**config.mk**
```make
export PLATFORM = sky130hd
export DESIGN_NAME = fadd_share_ctrl
export DESIGN_NICKNAME = d
export VERILOG_FILES = /design/src/rtl/fadd_share_ctrl.sv
export SDC_FILE = /design/constraint.sdc
export NUM_CORES = 1
export LEC_CHECK = 0
export CORE_AREA = 2 2 155 157
export DETAILED_ROUTE_END_ITERATION = 8
export DIE_AREA = 0 0 157 159
export GPL_TIMING_DRIVEN = 0
export PLACE_DENSITY = 0.91
export RECOVER_POWER = 50
export SLEW_MARGIN = 20
export SYNTH_ARGS = -nofsm -noshare
export SYNTH_HDL_FRONTEND = slang
export SYNTH_SLANG_ARGS = --single-unit
```
**constraint.sdc**
```tcl
create_clock -name clk -period 8.3 [get_ports clk]
set_input_delay 1.66 -clock clk [delete_from_list [all_inputs] [get_ports clk]]
set_output_delay 1.66 -clock clk [all_outputs]
set_load 0.005 [all_outputs]
```
**src/rtl/fadd_share_ctrl.sv**
```systemverilog
// Shares one pipelined float32 adder among N_REQ requesters: round-robin issue, ID tag delay line, credit-protected result FIFO.
// Define FADD_SHARE_PERF_EN to add the perf_issue/perf_stall counter ports.
module fadd_share_ctrl #(
    parameter int N_REQ      = 4,
    parameter int ID_W       = 2,
    parameter int ADD_LAT    = 3,
    parameter int FIFO_DEPTH = 4
) (
    input  logic                  clk,
    input  logic                  rst,
    input  logic [N_REQ-1:0]      req_valid,
    output logic [N_REQ-1:0]      req_ready,
    input  logic [N_REQ*32-1:0]   req_a,
    input  logic [N_REQ*32-1:0]   req_b,
    output logic [31:0]           add_a,
    output logic [31:0]           add_b,
    input  logic [31:0]           add_res,
    output logic                  rsp_valid,
    input  logic                  rsp_ready,
    output logic [31:0]           rsp_data,
    output logic [ID_W-1:0]       rsp_id
`ifdef FADD_SHARE_PERF_EN
    ,
    output logic [31:0]           perf_issue,
    output logic [31:0]           perf_stall
`endif
);

    localparam int unsigned NR  = N_REQ;
    localparam int          AW  = $clog2(FIFO_DEPTH);
    localparam int          CW  = $clog2(FIFO_DEPTH + 1);
    localparam int          NST = ADD_LAT + 1;

    logic [ID_W-1:0] rr_ptr;
    logic [CW-1:0]   cnt;
    logic            allowed;
    logic            found;
    logic            issue;
    logic [ID_W-1:0] grant_id;
    logic [31:0]     sel_a;
    logic [31:0]     sel_b;
    logic            push;
    logic            pop;

    logic [NST-1:0]  tag_vld;
    logic [ID_W-1:0] tag_id [NST];

    logic [31:0]     fifo_data [FIFO_DEPTH];
    logic [ID_W-1:0] fifo_id   [FIFO_DEPTH];
    logic [AW-1:0]   wr_ptr;
    logic [AW-1:0]   rd_ptr;
    logic [AW:0]     fill;

    // Grant depends only on credit and requests, never on rsp_ready.
    always_comb begin
        int unsigned idx;
        idx      = 0;
        found    = 1'b0;
        grant_id = '0;
        for (int unsigned k = 0; k < NR; k++) begin
            idx = (32'(rr_ptr) + k) % NR;
            if (!found && req_valid[idx[ID_W-1:0]]) begin
                found    = 1'b1;
                grant_id = idx[ID_W-1:0];
            end
        end
        allowed   = (cnt < CW'(FIFO_DEPTH));
        issue     = allowed && found;
        req_ready = '0;
        if (issue) begin
            req_ready[grant_id] = 1'b1;
        end
        sel_a = req_a[32*grant_id +: 32];
        sel_b = req_b[32*grant_id +: 32];
    end

    always_ff @(posedge clk or posedge rst) begin
        if (rst) begin
            add_a  <= '0;
            add_b  <= '0;
            rr_ptr <= '0;
        end else if (issue) begin
            add_a  <= sel_a;
            add_b  <= sel_b;
            rr_ptr <= (32'(grant_id) == NR - 1) ? '0 : grant_id + 1'b1;
        end
    end

    always_ff @(posedge clk or posedge rst) begin
        if (rst) begin
            tag_vld <= '0;
            for (int unsigned k = 0; k < NST; k++) begin
                tag_id[k] <= '0;
            end
        end else begin
            tag_vld   <= {tag_vld[NST-2:0], issue};
            tag_id[0] <= grant_id;
            for (int unsigned k = 1; k < NST; k++) begin
                tag_id[k] <= tag_id[k-1];
            end
        end
    end

    assign push = tag_vld[NST-1];
    assign pop  = rsp_valid && rsp_ready;

    always_ff @(posedge clk) begin
        if (push) begin
            fifo_data[wr_ptr] <= add_res;
            fifo_id[wr_ptr]   <= tag_id[NST-1];
        end
    end

    always_ff @(posedge clk or posedge rst) begin
        if (rst) begin
            wr_ptr <= '0;
            rd_ptr <= '0;
            fill   <= '0;
            cnt    <= '0;
        end else begin
            if (push) wr_ptr <= wr_ptr + 1'b1;
            if (pop)  rd_ptr <= rd_ptr + 1'b1;
            case ({push, pop})
                2'b10:   fill <= fill + 1'b1;
                2'b01:   fill <= fill - 1'b1;
                default: fill <= fill;
            endcase
            case ({issue, pop})
                2'b10:   cnt <= cnt + 1'b1;
                2'b01:   cnt <= cnt - 1'b1;
                default: cnt <= cnt;
            endcase
        end
    end

    // Head is gated while empty so the data/id outputs read zero after reset.
    assign rsp_valid = (fill != '0);
    assign rsp_data  = rsp_valid ? fifo_data[rd_ptr] : '0;
    assign rsp_id    = rsp_valid ? fifo_id[rd_ptr]   : '0;

    assert property (@(posedge clk) disable iff (rst)
        !(push && (fill == (AW+1)'(FIFO_DEPTH))));

`ifdef FADD_SHARE_PERF_EN
    always_ff @(posedge clk or posedge rst) begin
        if (rst) begin
            perf_issue <= '0;
            perf_stall <= '0;
        end else begin
            if (issue)                  perf_issue <= perf_issue + 1'b1;
            if (|req_valid && !allowed) perf_stall <= perf_stall + 1'b1;
        end
    end
`endif

endmodule

```
==> impl_results.md, run 1 <==
- Pins Over Slew Limit: 65
- Post-layout util: 0.6700
- Fillers: 1,649
- Total global-route track usage: 0.2740
- Antenna violations before repair: 12
- Die area: 0.02496 mm2
- Final WL: 34,730 um
- Syn Area/Cell: 15.29 um2
- Startpoint types: input pin
- RSZ-0062 raised after global routing: no
- Die width: 157 um
- R2R setup slack: 5.30 ns
- Post-synth ARST share: 0.3929
- Resized cells post-CTS: 0
- Crit-path slowest cell: clkdlybuf4s50_1
- Buffers added on ports: 397
- Layout Cells excl Fill: 1,446
- EDFF count, synth: 136
- DRT met1 WL: 12,800 um
- Top cells by area, synth: edfxtp_1, dfrtp_1, mux2i_1
- Leading cell type in the layout, fill and taps excluded: clkdlybuf4s50_1
- Clk Latency, worst-skew pair: 0.51 ns
- Relative slew slack: -0.3120
- CP Cell Sequence: clkdlybuf4s50_1 -> or3b_1 -> o21ai_2 -> nor2_1 -> inv_2 -> buf_6 -> buf_6 -> ha_1 -> and2_1 -> clkdlybuf4s50_1
- Main synth FF type: edfxtp_1
- # Post-CTS Setup Buffers: 0
- CP arrival: 4.09 ns
- Placed inst area: 0.01483 mm2
- Core area: 0.02319 mm2
- Sequential area share after synthesis: 0.6089
- Crit path max-delay family: buffers and inverters
- Slew @ Worst Pin: 1.957 ns
- Cell taking the most area after synthesis: edfxtp_1
- Number of global-route vias before repair: 8,287
- CP bufs+invs: 5
- Hold Vio Cnt, Final: 0
- Synth Instances: 675
- Final setup violation count: 0
- Leak: 6.491 nW
- Crit path from: req_valid[2]
- WL/cell: 24.02 um
- HP Class: flip-flop to flip-flop
- Synth Warn #: 0
- Residual DRC: 0
- Clock Pin Slew Worst Setup and Hold Paths: 0.06 ns
- Worst reg2reg path depth: 4
- Final worst slack: 2.554 ns
- Failing checks: max-capacitance violations, max-slew violations
- Max Root-Sink Buffers: 3
- Pwr Density: 342.9 mW/mm2
- DR WL met2: 17,760 um
- Post-DP HPWL: 26,770 um
- R2R Path Start: wr_ptr[0]$_DFFE_PP0P_
- CTS Hold Bufs: 0
- Post-synth cell types: 31
- I/O pins: 398
- Net count, final: 1,409
- Finished Cell Area: 0.01554 mm2
- Share of cells above drive strength 1: 0.09205
- Syn Nets: 982
- Max Cap Viol: 3
- Vias: 7,865
- Most frequent cells in the layout: clkdlybuf4s50_1, edfxtp_1, mux2i_1
- First-pass GRT wire length: 50,510 um
- #FFs+latches synth: 224
- Synth top area share: 0.3956
- Pre-CTS WS: 2.532 ns
- Drt via density: 5.439
- Row count: 56
- Cell chosen for the clock root: clkbuf_16
- Cell depth of the worst setup path: 10
- DRT antenna net count: 0
- Tcrit/Tclk final: 0.6922
- WS Path Type: input pin to primary output
- Initial Utilization: 0.4451
- Clock Skews: 0.01754 ns
- Outcome: complete, but fails checks
- Setup TNS: 0 ns
- Tmin final: 5.746 ns
- Crit path largest cell delay: 0.57 ns
- DR top layer: met5
- Clk sinks: 224
- Worst Setup End Kind: primary output
- Total gr overflow: 0
- Largest net degree at the start of global routing: 49
- Min-delay src: tag_vld[2]$_DFF_PP0_
- Synth Cell Area: 0.01032 mm2
- Area grow syn2layout: 50.53%
- Fmax: 174.0 MHz
- End of the critical path: req_ready[0]
- DRT Pass-1 Iters: 5
- CTS Buf Count: 23
- Worst path required time: 6.64 ns
- H-tree levels: 1
- CTS tree: yes
- Maximum VDD drop: 0.0001972 V
- GPL Wtd Cong: 0.9792
- Placed cells: 1,396
- Critical R2R Capture: fifo_data[0][23]$_DFFE_PP_
- Met3 WL: 3352 um
- CP Max Fanout: 11
- Die height: 159 um
- Initial drt markers: 534
==> cell type report <==
class                   instances  area [um2]  share of cell area
diodes                          8       20.02            0.001288
plain buffers                  48       345.3             0.02222
clock buffers                  29       628.1             0.04042
clock inverters                13       151.4            0.009742
inverters                      16       61.31            0.003945
multi-input cells             387        3632              0.2337
flip-flops and latches        224        6286              0.4045
well taps                     319       399.1             0.02568
repair buffers                402        4016              0.2585
==> synthesized netlist by cell type, types with 2 or more instances <==
master / number
nand2_1: 7
dfrtp_1: 88
mux2i_1: 131
and2_1: 42
o21ai_2: 2
o22ai_1: 65
mux4_2: 34
buf_2: 6
fa_1: 2
nor2_1: 6
a21oi_1: 3
buf_6: 21
inv_1: 15
edfxtp_1: 136
a21o_1: 64
clkbuf_1: 21
xnor2_1: 3
ha_1: 10
xor2_1: 6
or3_1: 2
==> power breakdown <==
group / internal [mW] / switching [mW]
clock: 0.632 / 0.428
combinational: 1.36 / 1.14
sequential: 1.60 / 0.162
total: 3.60 / 1.73
==> worst min path at each step <==
stage                     slack (ns)  cells after the start              endpoint
final                           0.35                      0  tag_vld[3]$_DFF_PP0_
after global routing            0.35                      0   tag_id[2]$_DFF_PP0_
after CTS                       0.35                      0   tag_id[1]$_DFF_PP0_
after detailed placement        0.33                      0   tag_id[0]$_DFF_PP0_
after global placement          0.33                      0   tag_id[1]$_DFF_PP0_
after floorplan                 0.33                      0   tag_id[0]$_DFF_PP0_
==> sequential cells by signal (all words and copies together) (netlist names) <==
name / count
cnt: 3
fifo_id: 8
add_b: 32
wr_ptr: 2
fill: 3
tag_id: 8
fifo_data: 128
add_a: 32
tag_vld: 4
rd_ptr: 2
rr_ptr: 2
==> cell families (layout without fill, tap and decap cells) <==
family                     after synthesis  in the layout  share of synthesized area
xor gates and xnor gates                 9              9                   0.007636
DFF                                    224            224                     0.6089
AOI/OAI and AO/OA                      137            137                    0.09114
other                                    0              8                          0
and+or+nand+nor                         64             64                    0.03588
muxes                                  165            165                     0.2012
adders and majority gates               12             12                    0.01600
buffers and inverters                   64            508                    0.03927
==> worst reg2reg max path, stage by stage, from the launching register on <==
cell and delay [ns]:
dfrtp_1 0.42, inv_1 0.10, ha_1 0.16, and2_0 0.72, clkbuf_1 1.17
==> stage by stage <==
| stage | power [mW] | hold WS (ns) |
|---|---|---|
| final | 5.329 | 0.3464 |
| after global routing | 5.600 | 0.3504 |
| after CTS | 5.391 | 0.3479 |
| after detailed placement | 4.311 | 0.3347 |
| after global placement | 4.196 | 0.3324 |
| after floorplan | 3.075 | 0.3312 |
==> metal layers <==
layer / GRT usage / up-vias
met5: 0 / -
met4: 0.08632 / 8
met2: 0.4645 / 404
met1: 0.3380 / 3941
li1: - / 3449
met3: 0.07921 / 63
Power figures use the tool's default switching activity.
==> run 2, diff against run 1 <==
--- a/config.mk
+++ b/config.mk
@@ -5,11 +5,10 @@
 export SDC_FILE = /design/constraint.sdc
 export NUM_CORES = 1
 export LEC_CHECK = 0
-export CORE_AREA = 2 2 155 157
+export CORE_UTILIZATION = 40
 export DETAILED_ROUTE_END_ITERATION = 8
-export DIE_AREA = 0 0 157 159
 export GPL_TIMING_DRIVEN = 0
-export PLACE_DENSITY = 0.91
+export PLACE_DENSITY = 0.87
 export RECOVER_POWER = 50
 export SLEW_MARGIN = 20
 export SYNTH_ARGS = -nofsm -noshare
==> constraint.sdc (replaced) <==
create_clock -name clk -period 5.1 [get_ports clk]
set_input_delay 1.02 -clock clk [delete_from_list [all_inputs] [get_ports clk]]
set_output_delay 1.02 -clock clk [all_outputs]
set_load 0.005 [all_outputs]
==> impl_results.md, run 2 (synthesis results as in run 1) <==
- Outcome: complete, but fails checks
- Failing checks: max-capacitance violations, max-slew violations
- Worst Setup End Kind: primary output
- Area grow syn2layout: 51.05%
- Largest register FFs: 128
- Pins Over Slew Limit: 97
- Drt via density: 5.205
- GR Util met2: 0.4301
- Core area: 0.02525 mm2
- Max Root-Sink Buffers: 3
- Net count, final: 1,409
- CTS Buf Count: 23
- Resized cells post-CTS: 0
- Total global-route track usage: 0.2385
- Row count: 58
- CTS tree: yes
- Maximum VDD drop: 0.0003087 V
- # Post-CTS Setup Buffers: 0
- Post-layout util: 0.6175
- Switching portion of total power: 0.3201
- Largest register by flop count: fifo_data
- Buffers added on ports: 397
- Clk sinks: 224
- Hold Slack: 0.3487 ns
- WHS Endpoint: tag_vld[1]$_DFF_PP0_
- Clk Latency, worst-skew pair: 0.52 ns
- Placed cells: 1,407
- DRT Pass-1 Iters: 4
- First-pass GRT wire length: 46,420 um
- Leading cell type in the layout, fill and taps excluded: clkdlybuf4s50_1
- Placed inst area: 0.01484 mm2
- Final WL: 31,960 um
- WS Path Type: input pin to primary output
- CP Max Fanout: 11
- CTS Hold Bufs: 0
- Residual DRC: 0
- RSZ-0062 raised after global routing: no
- Fmax: 221.3 MHz
- Largest regs: fifo_data x128, add_a x32, add_b x32
- Clock Skews: 0.01384 ns
- Finished Cell Area: 0.01559 mm2
- Layout Cells excl Fill: 1,450
- Die width: 162.7 um
- Met3 GRT Util: 0.06392
- Final worst slack: 0.5807 ns
- Hold Vio Cnt, Final: 0
- R2R Path Start: wr_ptr[0]$_DFFE_PP0P_
- Number of global-route vias before repair: 7,880
- Worst reg2reg path depth: 4
- Fillers: 1,942
- Share of cells above drive strength 1: 0.08847
- Die area: 0.02646 mm2
- WL/cell: 22.04 um
- Initial Utilization: 0.4088
- HP Class: flip-flop to flip-flop
- R2R setup slack: 2.22 ns
- Internal Power: 5.914 mW
- Met1 Usage GRT: 0.2808
- Antenna violations before repair: 1
- DRT antenna net count: 0
- Setup TNS: 0 ns
- Pre-CTS WS: 0.4957 ns
- Tmin final: 4.519 ns
- GPL Wtd Cong: 0.8712
- I/O pins: 398
- Psw: 2.784 mW
- Tcrit/Tclk final: 0.8861
- Critical R2R Capture: fifo_data[2][22]$_DFFE_PP_
- Total power: 8.698 mW
- Clk network pwr share: 0.202
- GR peak layer: met2
- Most frequent cells in the layout: clkdlybuf4s50_1, edfxtp_1, mux2i_1
- Pwr Density: 557.8 mW/mm2
- Max Cap Viol: 3
- Die height: 162.7 um
- Startpoint types: input pin
- Total gr overflow: 0
- Hold Path Depth: 0
- Min-delay src: tag_vld[0]$_DFF_PP0_
- Combinational share of power: 0.469
- Cell chosen for the clock root: clkbuf_16
- Slew @ Worst Pin: 2.207 ns
- Vias: 7,547
- Relative slew slack: -0.4793
- Leak: 6.514 nW
- CP arrival: 3.50 ns
- H-tree levels: 1
- Final setup violation count: 0
- Post-DP HPWL: 24,770 um
- Initial drt markers: 400
- Clock Pin Slew Worst Setup and Hold Paths: 0.06 ns
- Largest net degree at the start of global routing: 48
- Worst path required time: 4.08 ns
- Register share of total power: 0.329
[run 2: changes by cell type in the layout (fill, tap and decap cells not counted), sizes merged]
cell           delta
clkdlybuf4s50     -8
clkbuf            -1
inv               -1
dlygate4sd3       +8
clkinvlp          -1
bufinv            +1
buf               +2
diode             -7
[run 2: worst max-delay path by stage]
stage | endpoint | from | cells past startpoint | slack, ns
finish | req_ready[0] | req_valid[1] | 10 | 0.58
global placement | add_a[30]$_DFFE_PP0P_ | rst | 2 | 0.30
floorplan | add_a[0]$_DFFE_PP0P_ | rst | 1 | 1.80
global route | req_ready[0] | req_valid[1] | 10 | 0.36
detailed placement | req_ready[0] | req_valid[1] | 10 | 0.50
CTS | req_ready[0] | req_valid[1] | 10 | 0.49
[run 2: area by class of cell]
class                      count  area, um2  area share
inverter                      16      61.31    0.003932
sequential                   224       6286      0.4031
tap                          330      412.9     0.02648
clock inverter                12      167.7     0.01075
antenna                        1      2.502   0.0001605
clock buffer                  30      621.8     0.03988
multi-input combinational    387       3632      0.2329
timing repair buffer         402       4064      0.2606
buffer                        48      345.3     0.02215
[run 2: power by group through the flow]
stage / logic, mW / clock network (mW) / registers (mW)
6_report: 4.08 / 1.76 / 2.86
2_1_floorplan: 2.16 / 0 / 2.85
3_5_place_dp: 4.14 / 0 / 2.88
3_3_place_gp: 3.99 / 0 / 2.85
4_1_cts: 4.17 / 1.80 / 2.85
5_1_grt: 4.38 / 1.86 / 2.92
[run 2: routing by layer]
metal  part of all wire  routed length, um  vias up
met3              0.078               2488       57
met4              0.023                743        2
li1                   -                  -     3451
met1               0.37              11980     3718
met5            0.00041                 13        -
met2               0.52              16730      319
[run 2: worst max-delay path, cell delays in order]
cell	delay (ns)
clkdlybuf4s50_1	0.54
a21boi_0	0.25
o21ai_2	0.08
nor2_1	0.36
inv_2	0.11
buf_6	0.18
buf_6	0.17
ha_1	0.19
and2_1	0.13
clkdlybuf4s50_1	0.46
